### src/rtl/sprite_bank.sv
// sprite_bank: line-sprite engine holding NSPR sprite slots.
//
// Each slot has staging registers that are written during sprite fetch and an
// active set (plane shift registers, x countdown, attributes, sprite-0 flag)
// that is swapped in at line start by `commit`. On every rendered pixel the
// lowest-index opaque slot wins the priority mux. The winning pixel is
// registered, so there is one cycle of latency and no combinational path from
// any input to any output.
//
// Ports:
//   clk       pixel clock
//   rst_n     synchronous active-low reset
//   load_en   write pattern byte into staging plane plane_i of slot load_idx
//   load_idx  target slot of the staging write
//   plane_i   bit-plane carried by pat_i; the last plane also latches attr/x/sp0
//   pat_i     pattern byte, MSB = leftmost pixel
//   at_i      OAM attribute: [1:0] palette, [5] priority, [6] flip-x
//   x_i       OAM x coordinate (pixels to wait before the sprite starts)
//   inscan_i  0 forces the loaded pattern to transparent
//   sp0_i     slot being loaded is OAM sprite 0
//   commit    line start: copy every staging slot into its active slot
//   frame_on  a visible pixel is rendered this cycle
//   px_o      {palette, plane bits MSB-plane first}; 0 = transparent
//   pri_o     priority bit of the winning slot (1 = behind background)
//   sp0_o     sprite 0 is opaque at this pixel
module sprite_bank #(
  parameter int NSPR = 8,
  parameter int BPP  = 2,
  localparam int IW = (NSPR > 1) ? $clog2(NSPR) : 1,
  localparam int PW = (BPP  > 1) ? $clog2(BPP)  : 1
) (
  input  logic           clk,
  input  logic           rst_n,
  input  logic           load_en,
  input  logic [IW-1:0]  load_idx,
  input  logic [PW-1:0]  plane_i,
  input  logic [7:0]     pat_i,
  input  logic [7:0]     at_i,
  input  logic [7:0]     x_i,
  input  logic           inscan_i,
  input  logic           sp0_i,
  input  logic           commit,
  input  logic           frame_on,
  output logic [BPP+1:0] px_o,
  output logic           pri_o,
  output logic           sp0_o
);

  // Staging set, filled during sprite fetch.
  logic [7:0]     r_stg_pat [NSPR][BPP];
  logic [1:0]     r_stg_pal [NSPR];
  logic           r_stg_pri [NSPR];
  logic [7:0]     r_stg_x   [NSPR];
  logic           r_stg_sp0 [NSPR];

  // Active set, used while the line is rendered.
  logic [7:0]     r_sh      [NSPR][BPP];
  logic [7:0]     r_cnt     [NSPR];
  logic [1:0]     r_pal     [NSPR];
  logic           r_pri_a   [NSPR];
  logic           r_sp0_a   [NSPR];

  // Registered outputs.
  logic [BPP+1:0] r_px;
  logic           r_pri;
  logic           r_sp0;

  logic [7:0]     w_raw;
  logic [7:0]     w_pat;
  logic [BPP-1:0] w_bits [NSPR];
  logic           w_opq  [NSPR];
  logic [BPP+1:0] w_px;
  logic           w_pri;
  logic           w_sp0;
  logic           w_found;

  // Attribute bits with no function in this block.
  logic           w_unused;
  assign w_unused = ^{at_i[7], at_i[4:2]};

  // Pattern as stored: masked when not in scan, mirrored when flip-x is set.
  always_comb begin
    w_raw = inscan_i ? pat_i : '0;
    w_pat = '0;
    for (int unsigned b = 0; b < 8; b++) begin
      w_pat[b] = at_i[6] ? w_raw[7-b] : w_raw[b];
    end
  end

  // Staging writes. Matching against every slot/plane index means that
  // out-of-range load_idx or plane_i simply matches nothing.
  always_ff @(posedge clk) begin
    if (!rst_n) begin
      for (int unsigned s = 0; s < NSPR; s++) begin
        for (int unsigned p = 0; p < BPP; p++) begin
          r_stg_pat[s][p] <= '0;
        end
        r_stg_pal[s] <= '0;
        r_stg_pri[s] <= 1'b0;
        r_stg_x[s]   <= '0;
        r_stg_sp0[s] <= 1'b0;
      end
    end else if (load_en) begin
      for (int unsigned s = 0; s < NSPR; s++) begin
        if (load_idx == IW'(s)) begin
          for (int unsigned p = 0; p < BPP; p++) begin
            if (plane_i == PW'(p)) begin
              r_stg_pat[s][p] <= w_pat;
            end
          end
          if (plane_i == PW'(BPP - 1)) begin
            r_stg_pal[s] <= at_i[1:0];
            r_stg_pri[s] <= at_i[5];
            r_stg_x[s]   <= x_i;
            r_stg_sp0[s] <= sp0_i;
          end
        end
      end
    end
  end

  // Active slots: commit wins over shifting/counting. An exhausted slot keeps
  // shifting zeros, which leaves it transparent for the rest of the line.
  always_ff @(posedge clk) begin
    if (!rst_n) begin
      for (int unsigned s = 0; s < NSPR; s++) begin
        for (int unsigned p = 0; p < BPP; p++) begin
          r_sh[s][p] <= '0;
        end
        r_cnt[s]   <= '0;
        r_pal[s]   <= '0;
        r_pri_a[s] <= 1'b0;
        r_sp0_a[s] <= 1'b0;
      end
    end else if (commit) begin
      for (int unsigned s = 0; s < NSPR; s++) begin
        for (int unsigned p = 0; p < BPP; p++) begin
          r_sh[s][p] <= r_stg_pat[s][p];
        end
        r_cnt[s]   <= r_stg_x[s];
        r_pal[s]   <= r_stg_pal[s];
        r_pri_a[s] <= r_stg_pri[s];
        r_sp0_a[s] <= r_stg_sp0[s];
      end
    end else if (frame_on) begin
      for (int unsigned s = 0; s < NSPR; s++) begin
        if (r_cnt[s] != '0) begin
          r_cnt[s] <= r_cnt[s] - 8'd1;
        end else begin
          for (int unsigned p = 0; p < BPP; p++) begin
            r_sh[s][p] <= {r_sh[s][p][6:0], 1'b0};
          end
        end
      end
    end
  end

  // Per-slot pixel and opacity. A slot only shows while its countdown is at
  // zero on a rendered, non-commit cycle.
  always_comb begin
    for (int unsigned s = 0; s < NSPR; s++) begin
      w_bits[s] = '0;
      for (int unsigned p = 0; p < BPP; p++) begin
        w_bits[s][p] = r_sh[s][p][7];
      end
      w_opq[s] = frame_on && !commit && (r_cnt[s] == '0) && (|w_bits[s]);
    end
  end

  // Priority mux: first opaque slot from index 0 wins; sp0 looks at all slots.
  always_comb begin
    w_px    = '0;
    w_pri   = 1'b0;
    w_sp0   = 1'b0;
    w_found = 1'b0;
    for (int unsigned s = 0; s < NSPR; s++) begin
      if (w_opq[s]) begin
        if (!w_found) begin
          w_found = 1'b1;
          w_px    = {r_pal[s], w_bits[s]};
          w_pri   = r_pri_a[s];
        end
        if (r_sp0_a[s]) begin
          w_sp0 = 1'b1;
        end
      end
    end
  end

  always_ff @(posedge clk) begin
    if (!rst_n) begin
      r_px  <= '0;
      r_pri <= 1'b0;
      r_sp0 <= 1'b0;
    end else begin
      r_px  <= w_px;
      r_pri <= w_pri;
      r_sp0 <= w_sp0;
    end
  end

  assign px_o  = r_px;
  assign pri_o = r_pri;
  assign sp0_o = r_sp0;

endmodule

### config.mk
export PLATFORM = sky130hd
export DESIGN_NAME = sprite_bank
export DESIGN_NICKNAME = d
export VERILOG_FILES = /design/src/rtl/sprite_bank.sv
export SDC_FILE = /design/constraint.sdc
export NUM_CORES = 1
export LEC_CHECK = 0
export ABC_AREA = 1
export CAP_MARGIN = 10
export CORE_UTILIZATION = 35
export CTS_CLUSTER_SIZE = 14
export DETAILED_ROUTE_END_ITERATION = 8
export SLEW_MARGIN = 30
export SYNTH_ARGS = -nofsm -noshare
export SYNTH_HDL_FRONTEND = slang
export SYNTH_SLANG_ARGS = --single-unit
export TNS_END_PERCENT = 10
### constraint.sdc
create_clock -name clk -period 4.9 [get_ports clk]
set_input_delay 0.735 -clock clk [delete_from_list [all_inputs] [get_ports clk]]
set_output_delay 0.735 -clock clk [all_outputs]
set_load 0.02 [all_outputs]
# Word level (Yosys, flattened, before mapping)
# Memories as Yosys holds them, arrays and structs flattened.
# Cells that the tools add are included.
dict set report word_totals {
  reg_bits 6
  n_memories 10
  latch_bits 0
  rom_bits 0
  mem_bits_rw 448
  in_bits 35
}
dict set report op_classes {
  n_addsub 8
  order_cmp 0
  multipliers 0
  div 0
  mux 332
  bitwise_logic 120
  shift 0
  n_reduce_logical 43
  n_eq_ne 7
}
# name words width rd rd_clocked_by_memory_dff write_ports line
set memory_table {}
lappend memory_table {r_sh 8 16 8 0 8 57} ;# logic [7:0] r_sh [NSPR][BPP];
lappend memory_table {r_stg_pat 8 16 8 0 8 50} ;# logic [7:0] r_stg_pat [NSPR][BPP];
lappend memory_table {r_cnt 8 8 8 0 8 58} ;# logic [7:0] r_cnt [NSPR];
lappend memory_table {r_stg_x 8 8 8 0 8 53} ;# logic [7:0] r_stg_x [NSPR];
lappend memory_table {r_pal 8 2 8 0 8 59} ;# logic [1:0] r_pal [NSPR];
lappend memory_table {r_stg_pal 8 2 8 0 8 51} ;# logic [1:0] r_stg_pal [NSPR];
lappend memory_table {{+4 memories} -- -- -- -- -- --}
# operator n
set ops {}
lappend ops {{$mux W8} 73}
lappend ops {{$mux W1} 228}
lappend ops {{$or A1 B1 Y1} 120}
lappend ops {{$logic_not A8 Y1} 8}
lappend ops {{$reduce_bool A8 Y1} 8}
lappend ops {{$sub A8 B1 Y8 const B} 8}
lappend ops {{$mux W4} 15}
lappend ops {{$mux W2} 16}
lappend ops {{$logic_and A1 B1 Y1} 17}
lappend ops {{$reduce_or A2 Y1} 8}
lappend ops {{$eq A3 B3 Y1 const B} 4}
lappend ops {{$eq A3 B2 Y1 const B} 2}
lappend ops {{$eq A3 B1 Y1 const B} 1}
lappend ops {{$logic_not A3 Y1} 1}
lappend ops {{$logic_not A1 Y1} 1}

# Depth between registers and ports, before layout
# Gate-level depths: netlist of run 1.
dict set report depth {
  word_depth 19
  depth_mapped 15
}

# Least setup slack after synthesis of run 1
# No wires, ideal clock.
dict set report synth_path {
  path_kind {input port to flip-flop}
  startpoint {in load_idx[0]}
  endpoint {mem r_stg_pal[7][0], in the netlist r_stg_pal[1][6], enable pin}
  path_slack_ns 1.885
  cell_stages 4
  setup_time_ns 0.425
  arrival_time_ns 2.590
  required_time_ns 4.475
  cell_sequence {inv_1 > nor3_1 > inv_1 > o21ai_0}
}
# item line
set synth_rtl {}
lappend synth_rtl {{from (decl)} 35} ;# input logic [IW-1:0] load_idx,
lappend synth_rtl {{to (decl)} 51}

==> results of run 1 <==
metrics by stage:
stage	total power [uW]	utilization, %
5_1_grt	9238	40.97
4_1_cts	8981	40.95
3_3_place_gp	5409	38.15
6_report	8912	40.97
3_5_place_dp	5440	38.15
2_1_floorplan	5185	-
synthesized netlist by cell type, types with 2 or more instances:
cell,count
buf_6,2
xnor2_1,9
a21oi_1,23
nor2_1,240
or2_0,2
nor2_2,9
ha_1,11
a21oi_2,6
nor2_8,3
nor2_4,14
inv_1,180
inv_2,11
dfxtp_1,16
inv_4,2
a22o_1,53
a32o_1,10
and2_1,2
edfxtp_1,438
or3_1,3
xor2_1,28
o21ai_1,63
nand3_1,31
o22ai_1,2
o21ai_0,81
buf_4,8
nand4_4,2
nand2_2,2
buf_1,8
nand3_2,5
nor3_1,15
buf_2,9
nand4_1,6
clkbuf_1,29
nand2_1,344
nand3_4,2
placed cells by master, fill, tap and decap left out, drive strengths merged, types with 15 or more instances in the layout:
master / count
nand2: 348
a22o: 53
dfxtp: 16
inv: 194
nor2: 266
buf: 32
nand3: 38
edfxtp: 438
clkdlybuf4s50: 35
nor3: 15
a21oi: 29
o21ai: 144
clkbuf: 68
xor2: 28
where the power goes:
part           total, uW  internal (uW)  switching, uW
combinational        671            209            462
clock               3550           2090           1460
sequential          4690           4580            109
total               8910           6880           2030
logic make-up (layout without fill, tap and decap cells):
| family | Yosys count | in the layout | synth area share, % |
|---|---|---|---|
| DFF | 454 | 454 | 69.37 |
| buffers and inverters | 250 | 347 | 5.154 |
| AOI/OAI and AO/OA | 242 | 242 | 7.750 |
| and+or+nand+nor | 686 | 686 | 15.35 |
| other | 0 | 1 | 0 |
| adders and majority gates | 11 | 11 | 0.7086 |
| xor gates and xnor gates | 37 | 37 | 1.669 |
critical path, stage by stage:
cell and delay, ns:
clkdlybuf4s50_1 0.75, nor2_4 0.25, inv_2 0.06, nor2_4 0.19, inv_2 0.29, a41oi_4 0.26
buf_4 0.55, o21ai_0 0.19, nand2_1 0.09
cell type report:
| type | count | area, um^2 | area share, % |
|---|---|---|---|
| antenna | 1 | 2.502 | 0.01124 |
| clock buffer | 68 | 1328 | 5.962 |
| clock inverter | 19 | 197.7 | 0.8878 |
| inverter | 193 | 732.0 | 3.287 |
| multi-input combinational | 976 | 4984 | 22.38 |
| sequential | 454 | 13470 | 60.51 |
| tap | 739 | 924.6 | 4.153 |
| timing repair buffer | 67 | 625.6 | 2.810 |
layer usage:
metal	global-route usage, %	share of wire [%]
met1	20.22	45
met2	24.40	47
met3	2.357	5.0
met4	5.435	2.6
met5	0	0
sequential cells by signal, indices dropped and copies added, names as in the netlist:
register / flops
r_stg_sp0: 8
pri_o: 1
r_stg_x: 64
r_pal: 16
r_sh: 128
r_stg_pal: 16
sp0_o: 1
r_pri_a: 8
px_o: 4
r_cnt: 64
r_stg_pat: 128
r_sp0_a: 8
r_stg_pri: 8
worst min-delay path by stage:
stage / slack (ns) / endpoint / cells past startpoint
6_report: 0.46 / r_sh[0][8] / 2
5_1_grt: 0.49 / r_sh[0][8] / 2
2_1_floorplan: 0.42 / r_sh[0][8] / 2
4_1_cts: 0.46 / r_sh[1][40] / 2
3_5_place_dp: 0.45 / r_sh[0][8] / 2
3_3_place_gp: 0.44 / r_sh[0][8] / 2
==> results.md, run 1 <==
- Outcome: finished, final reports clean
- Final setup viols: 0
- Count of non-filler cells in the finished layout: 2517
- Chip width: ~240 um
- Fillers: slightly above 5000
- Mean cell area of the mapped netlist: ~12 um^2
- # Post-CTS Setup Buffers: 0
- Vias after detailed routing: 12025
- Post-layout min period: 2.982 ns
- Final count of hold timing violations: 0
- Die extent in y: between 200 and 250 um
- Worst R2R Path Depth: 8
- Remaining DRCs: 0
- Area of the die: ~56000 um^2
- Timing startpoint of the critical path: commit
- Final critical-path share of the clock period: 60.86%
- Ys async rst share: 0%
- Top-level port count: 41
- Lkg Pwr: between 0.008 and 0.009 uW
- Worst Path Required: 5.32 ns
- Largest cells by area after synthesis: edfxtp_1, nand2_1, nor2_1
- Internal reg-to-reg setup slack: between 2 and 2.5 ns
- Type of the worst setup path: in -> reg
- Final setup skew: between 0.02 and 0.025 ns
- CTS HTree Levels: 2
- Layout cell share with drive strength beyond 1: 9.285%
- Insertion delay to the later sink of the worst-skew pair: approximately 0.57 ns
- Largest area contributor in the netlist: edfxtp_1
- Root buffer cell: clkbuf_16
- CTS Buffer Depth: 3
- Maximum capacitance violations: 0
- PortBufs: 36
- TritonCTS clock tree: built
- Post-detailed-route count of antenna-violating nets: 0
- Synthesized cell area: about 19000 um^2
- Total grt overflow: 0
- Setup repair after global routing missed its margin: false
- Syn nets: between 1500 and 2000
- Number of global-route vias before repair: 11746
- Post-detailed-placement half-perimeter wirelength: ~28000 um
- Register bit count reported by yosys: roughly 450
- Signed area change from the synthesized netlist to the final layout: 14.64%
- First-pass GRT wire length: ~66000 um
- Final net count: 1785
- Crit path arrival time: approximately 3.4 ns
- Worst min path class: reg -> reg
- Routed wirelength normalized by instance count: 16.70 um
- Number of buffers added by the clock tree synthesis step: 47
- Kind of end point of the critical path: flip-flop
- Reg2reg end: r_sh[1][9]
- Standard cell area after detailed placement: ~21000 um^2
- Achievable frequency: about 340 MHz
- Number of buffers added to fix hold violations after cts: 0
- DR iter-0 viols: around 1200
- Antenna violations before repair: 1
- Via density: ~4.8
- Total Routed Length: ~42000 um
- GRT Overall Usage: ~15%
- Final RePlAce weighted congestion: 0.8322
- Pin count of the biggest net entering global routing: 64
- Post-placement cell count: between 2000 and 2500
- Total Neg Setup Slack: 0 ns
- Number of unique standard cell types used by synthesis: 46
- Core Rows: 85
- Number of clock sinks: 454
- Placement-stage worst setup slack: 1.299 ns
- Launch instance of the worst register-to-register path: r_cnt[0][16]
- Clk slew on worst S/H paths: approximately 0.060 ns
- Design area: about 22000 um^2
- PwrDens: 400.2 nW/um^2
- Fin Hold WS: roughly 0.46 ns
- Mapped Cells: 1680
- Capture point of the critical path: r_sh[1][9]
- Final setup slack of the worst path: between 1.5 and 2 ns
- Final-report max-slew violation count: 0
- Number of flops mapped to enable cells by yosys: 438
- Synth top area share: slightly below 70%
- Core footprint: approximately 54000 um^2
- CP Launch Type: primary input
- Starting density of the core: a little over a third
- Tightest Pin Transition: 0.8954 ns
- Post-CTS Resized: 0
- Maximum resistive drop on vdd: 250.1 uV
- Count of warnings emitted by yosys: 0
- Peak fanout along the critical path: 56
- Most instantiated flip-flop cell in the synthesis netlist: edfxtp_1
- Min-Delay Startpoint: r_stg_pat[0][8]
- Worst relative slew slack: approximately 40%
- First-pass iteration count of the detailed router: 5
- Fraction of the yosys area taken by sequential cells: between 60% and 70%
No activity file was read; power rests on OpenSTA's default activity.
==> run 2: changes to the inputs <==
==> constraint.sdc (replaced) <==
create_clock -name clk -period 2.72 [get_ports clk]
set_input_delay 0.408 -clock clk [delete_from_list [all_inputs] [get_ports clk]]
set_output_delay 0.408 -clock clk [all_outputs]
set_load 0.02 [all_outputs]
==> run 2 against run 1 <==
  * Power is 76% higher
  * Core utilization rose by 0.58 points
  * Critical endpoint is now px_o[1]
  * Setup slack got worse by 1.5 ns
  * Highest routed layer unchanged
  * Clock skew is 0.010 ns lower
  * Sequential cell count stayed put
  * Cell area grew 1.4%
  * First-iteration DRC count fell by 14%
  * Clock power increased by 67%
  * Final cell count grew 1.8%
  * Die area did not move
  * Sequential power up 80%
==> results.md, run 2 (same netlist as run 1, synthesis figures left out) <==
- Worst Path Required: 3.17 ns (was 5.32 ns)
- Area of the die: 56440 um^2 (unchanged)
- Combinational share of power: 8.1% (was 7.5%)
- PortBufs: 36 (unchanged)
- Post-detailed-route count of antenna-violating nets: 0 (unchanged)
- Final setup skew: 0.01268 ns (was 0.02287 ns)
- Final critical-path share of the clock period: between 80 and 90%
- Outcome: finished, final reports clean (unchanged)
- CTS HTree Levels: 2 (unchanged)
- Worst min path class: in -> reg (was reg -> reg)
- Final-report max-slew violation count: 0 (unchanged)
- CTS Buffer Depth: 3 (unchanged)
- Total internal power: 12000 uW (was 6885 uW)
- Number of global-route vias before repair: 12233 (was 11746)
- Layout cell share with drive strength beyond 1: 11.46% (was 9.285%)
- Remaining DRCs: 0 (unchanged)
- Post-detailed-placement half-perimeter wirelength: 29220 um (was 27770 um)
- Tightest Pin Transition: 0.7450 ns (was 0.8954 ns)
- Total net switching power: 3651 uW (was 2027 uW)
- Number of buffers added to fix hold violations after cts: 0 (unchanged)
- Vias after detailed routing: 12201 (was 12025)
- Root buffer cell: clkbuf_16 (unchanged)
- Signed area change from the synthesized netlist to the final layout: 16.27% (was 14.64%)
- GRT Overall Usage: 15.37% (was 14.98%)
- Die extent in y: 237.6 um (unchanged)
- Largest registers: r_sh: 128 flops, r_stg_pat: 128 flops (unchanged)
- Top-level port count: 41 (unchanged)
- Achievable frequency: 428.5 MHz
- Setup repair after global routing missed its margin: false (unchanged)
- Lkg Pwr: 0.008968 uW (was 0.008758 uW)
- Core Rows: 85 (unchanged)
- Commonest non-fill, non-tap cells in the layout: edfxtp_1, nand2_1, nor2_1 (unchanged)
- Crit path arrival time: 2.79 ns (was 3.41 ns)
- Final net count: 1834 (was 1785)
- Routed wirelength normalized by instance count: 16.74 um (was 16.70 um)
- Most frequent standard cell in the layout excluding fill and tap cells: edfxtp_1 (unchanged)
- Fillers: 5109 (was 5093)
- Share of total power in sequential cells: 54.0% (was 52.6%)
- DR iter-0 viols: 1023 (was 1184)
- First-pass GRT wire length: 67250 um (was 65700 um)
- TritonCTS clock tree: built (unchanged)
- Via density: 4.762 (was 4.778)
- Count of non-filler cells in the finished layout: 2562 (was 2517)
- Starting density of the core: 35.74% (unchanged)
- PwrDens: 693.1 nW/um^2 (was 400.2 nW/um^2)
- Maximum capacitance violations: 0 (unchanged)
- Fin Hold WS: 0.4026 ns (was 0.4617 ns)
- Insertion delay to the later sink of the worst-skew pair: 0.57 ns (about the same)
- Final setup viols: 0 (unchanged)
- Maximum resistive drop on vdd: 498.6 uV (was 250.1 uV)
- Footprint of the multi-input gates: 4981 um^2 (was 4984 um^2)
- Internal reg-to-reg setup slack: 0.39 ns (was 2.04 ns)
- Peak fanout along the critical path: 8 (was 56)
- Antenna violations before repair: 0 (was 1)
- Final RePlAce weighted congestion: 0.8401 (was 0.8322)
- # Post-CTS Setup Buffers: 0 (unchanged)
- Final count of hold timing violations: 0 (unchanged)
- Register area: 13470 um^2 (unchanged)
- Total Routed Length: 42890 um (was 42040 um)
- Type of the worst setup path: reg -> reg (was in -> reg)
- Clk slew on worst S/H paths: 0.06 ns (about the same)
- CP Launch Type: flip-flop (was primary input)
- Post-CTS Resized: 0 (unchanged)
- Total grt overflow: 0 (unchanged)
- Clock share of power: 37.9% (was 39.8%)
- Core footprint: 54350 um^2 (unchanged)
- Worst relative slew slack: 50.15% (was 40.30%)
- Chip width: 237.6 um (unchanged)
- Number of buffers added by the clock tree synthesis step: 47 (unchanged)
- First-pass iteration count of the detailed router: 6 (was 5)
- ANT cells: 0 (was 1)
- Pin count of the biggest net entering global routing: 63 (was 64)
- Post-placement cell count: 2478 (was 2429)
- Post-layout min period: 2.334 ns
- Kind of end point of the critical path: flip-flop (unchanged)
- Switching part of the total power: 23.33% (was 22.74%)
- Number of clock sinks: 454 (unchanged)
==> run 2: cell count changes in the layout (fill, tap and decap cells not counted), moves of 2 or more <==
cell       previous run  this run
buf_12                3        10
buf_4                28        70
bufinv_16             4         1
clkbuf_1             16        10
clkbuf_16            49        47
clkinv_1              5        12
inv_6                 0         4
o21ai_0              72        74
o21ai_1              69        67
==> run 2: cell type report <==
type,count,share of cell area [%]
clock buffer,59,5.496
timing repair buffer,116,4.787
inverter,193,3.241
multi-input combinational,976,22.06
tap,739,4.094
sequential,454,59.66
clock inverter,25,0.6649
==> run 2: power groups by stage <==
| stage | clock network (uW) | registers [uW] | logic (uW) |
|---|---|---|---|
| floorplan | 0 | 8530 | 807 |
| global placement | 0 | 8590 | 1240 |
| detailed placement | 0 | 8600 | 1270 |
| CTS | 6060 | 8460 | 1280 |
| global route | 6330 | 8510 | 1410 |
| finish | 5930 | 8460 | 1260 |
==> run 2: metrics by stage <==
step	worst slack [ns]	TNS, ns	power [uW]	instance area, um^2	utilization, %
floorplan	0.03204	0	9341	19420	-
global placement	-0.2185	-12.71	9830	21190	38.98
detailed placement	-0.3631	-21.75	9869	21190	38.98
CTS	0.2030	0	15800	22580	41.54
global route	0.1778	0	16250	22580	41.55
finish	0.3862	0	15650	22580	41.55
==> run 2: worst paths after layout <==
check	startpoint	end	cells past startpoint
max reg2reg	r_cnt[0][16]	px_o[1]	13
min	rst_n	px_o[0]	4
min reg2reg	r_stg_pat[0][8]	r_sh[0][8]	2
max	r_cnt[0][16]	px_o[1]	13
==> run 2: layer usage <==
layer	vias up	share of wire, %	wire (um)	GRT usage [%]
met4	0	3.0	1285	5.650
met2	303	47	20070	24.98
met1	5895	45	19350	20.72
li1	5933	-	-	-
met5	-	0	0	0
met3	70	5.1	2187	2.462
==> run 2: worst max-delay path, stage by stage (launching register included) <==
cell,delay [ns]
edfxtp_1,0.38
inv_1,0.12
ha_1,0.15
nor3b_1,0.18
buf_4,0.17
nand2_1,0.23
nor2_1,0.25
nor2_2,0.10
nand2_2,0.15
nand2_1,0.07
nor2_1,0.13
nor2_1,0.06
o21ai_1,0.16
a21oi_2,0.07
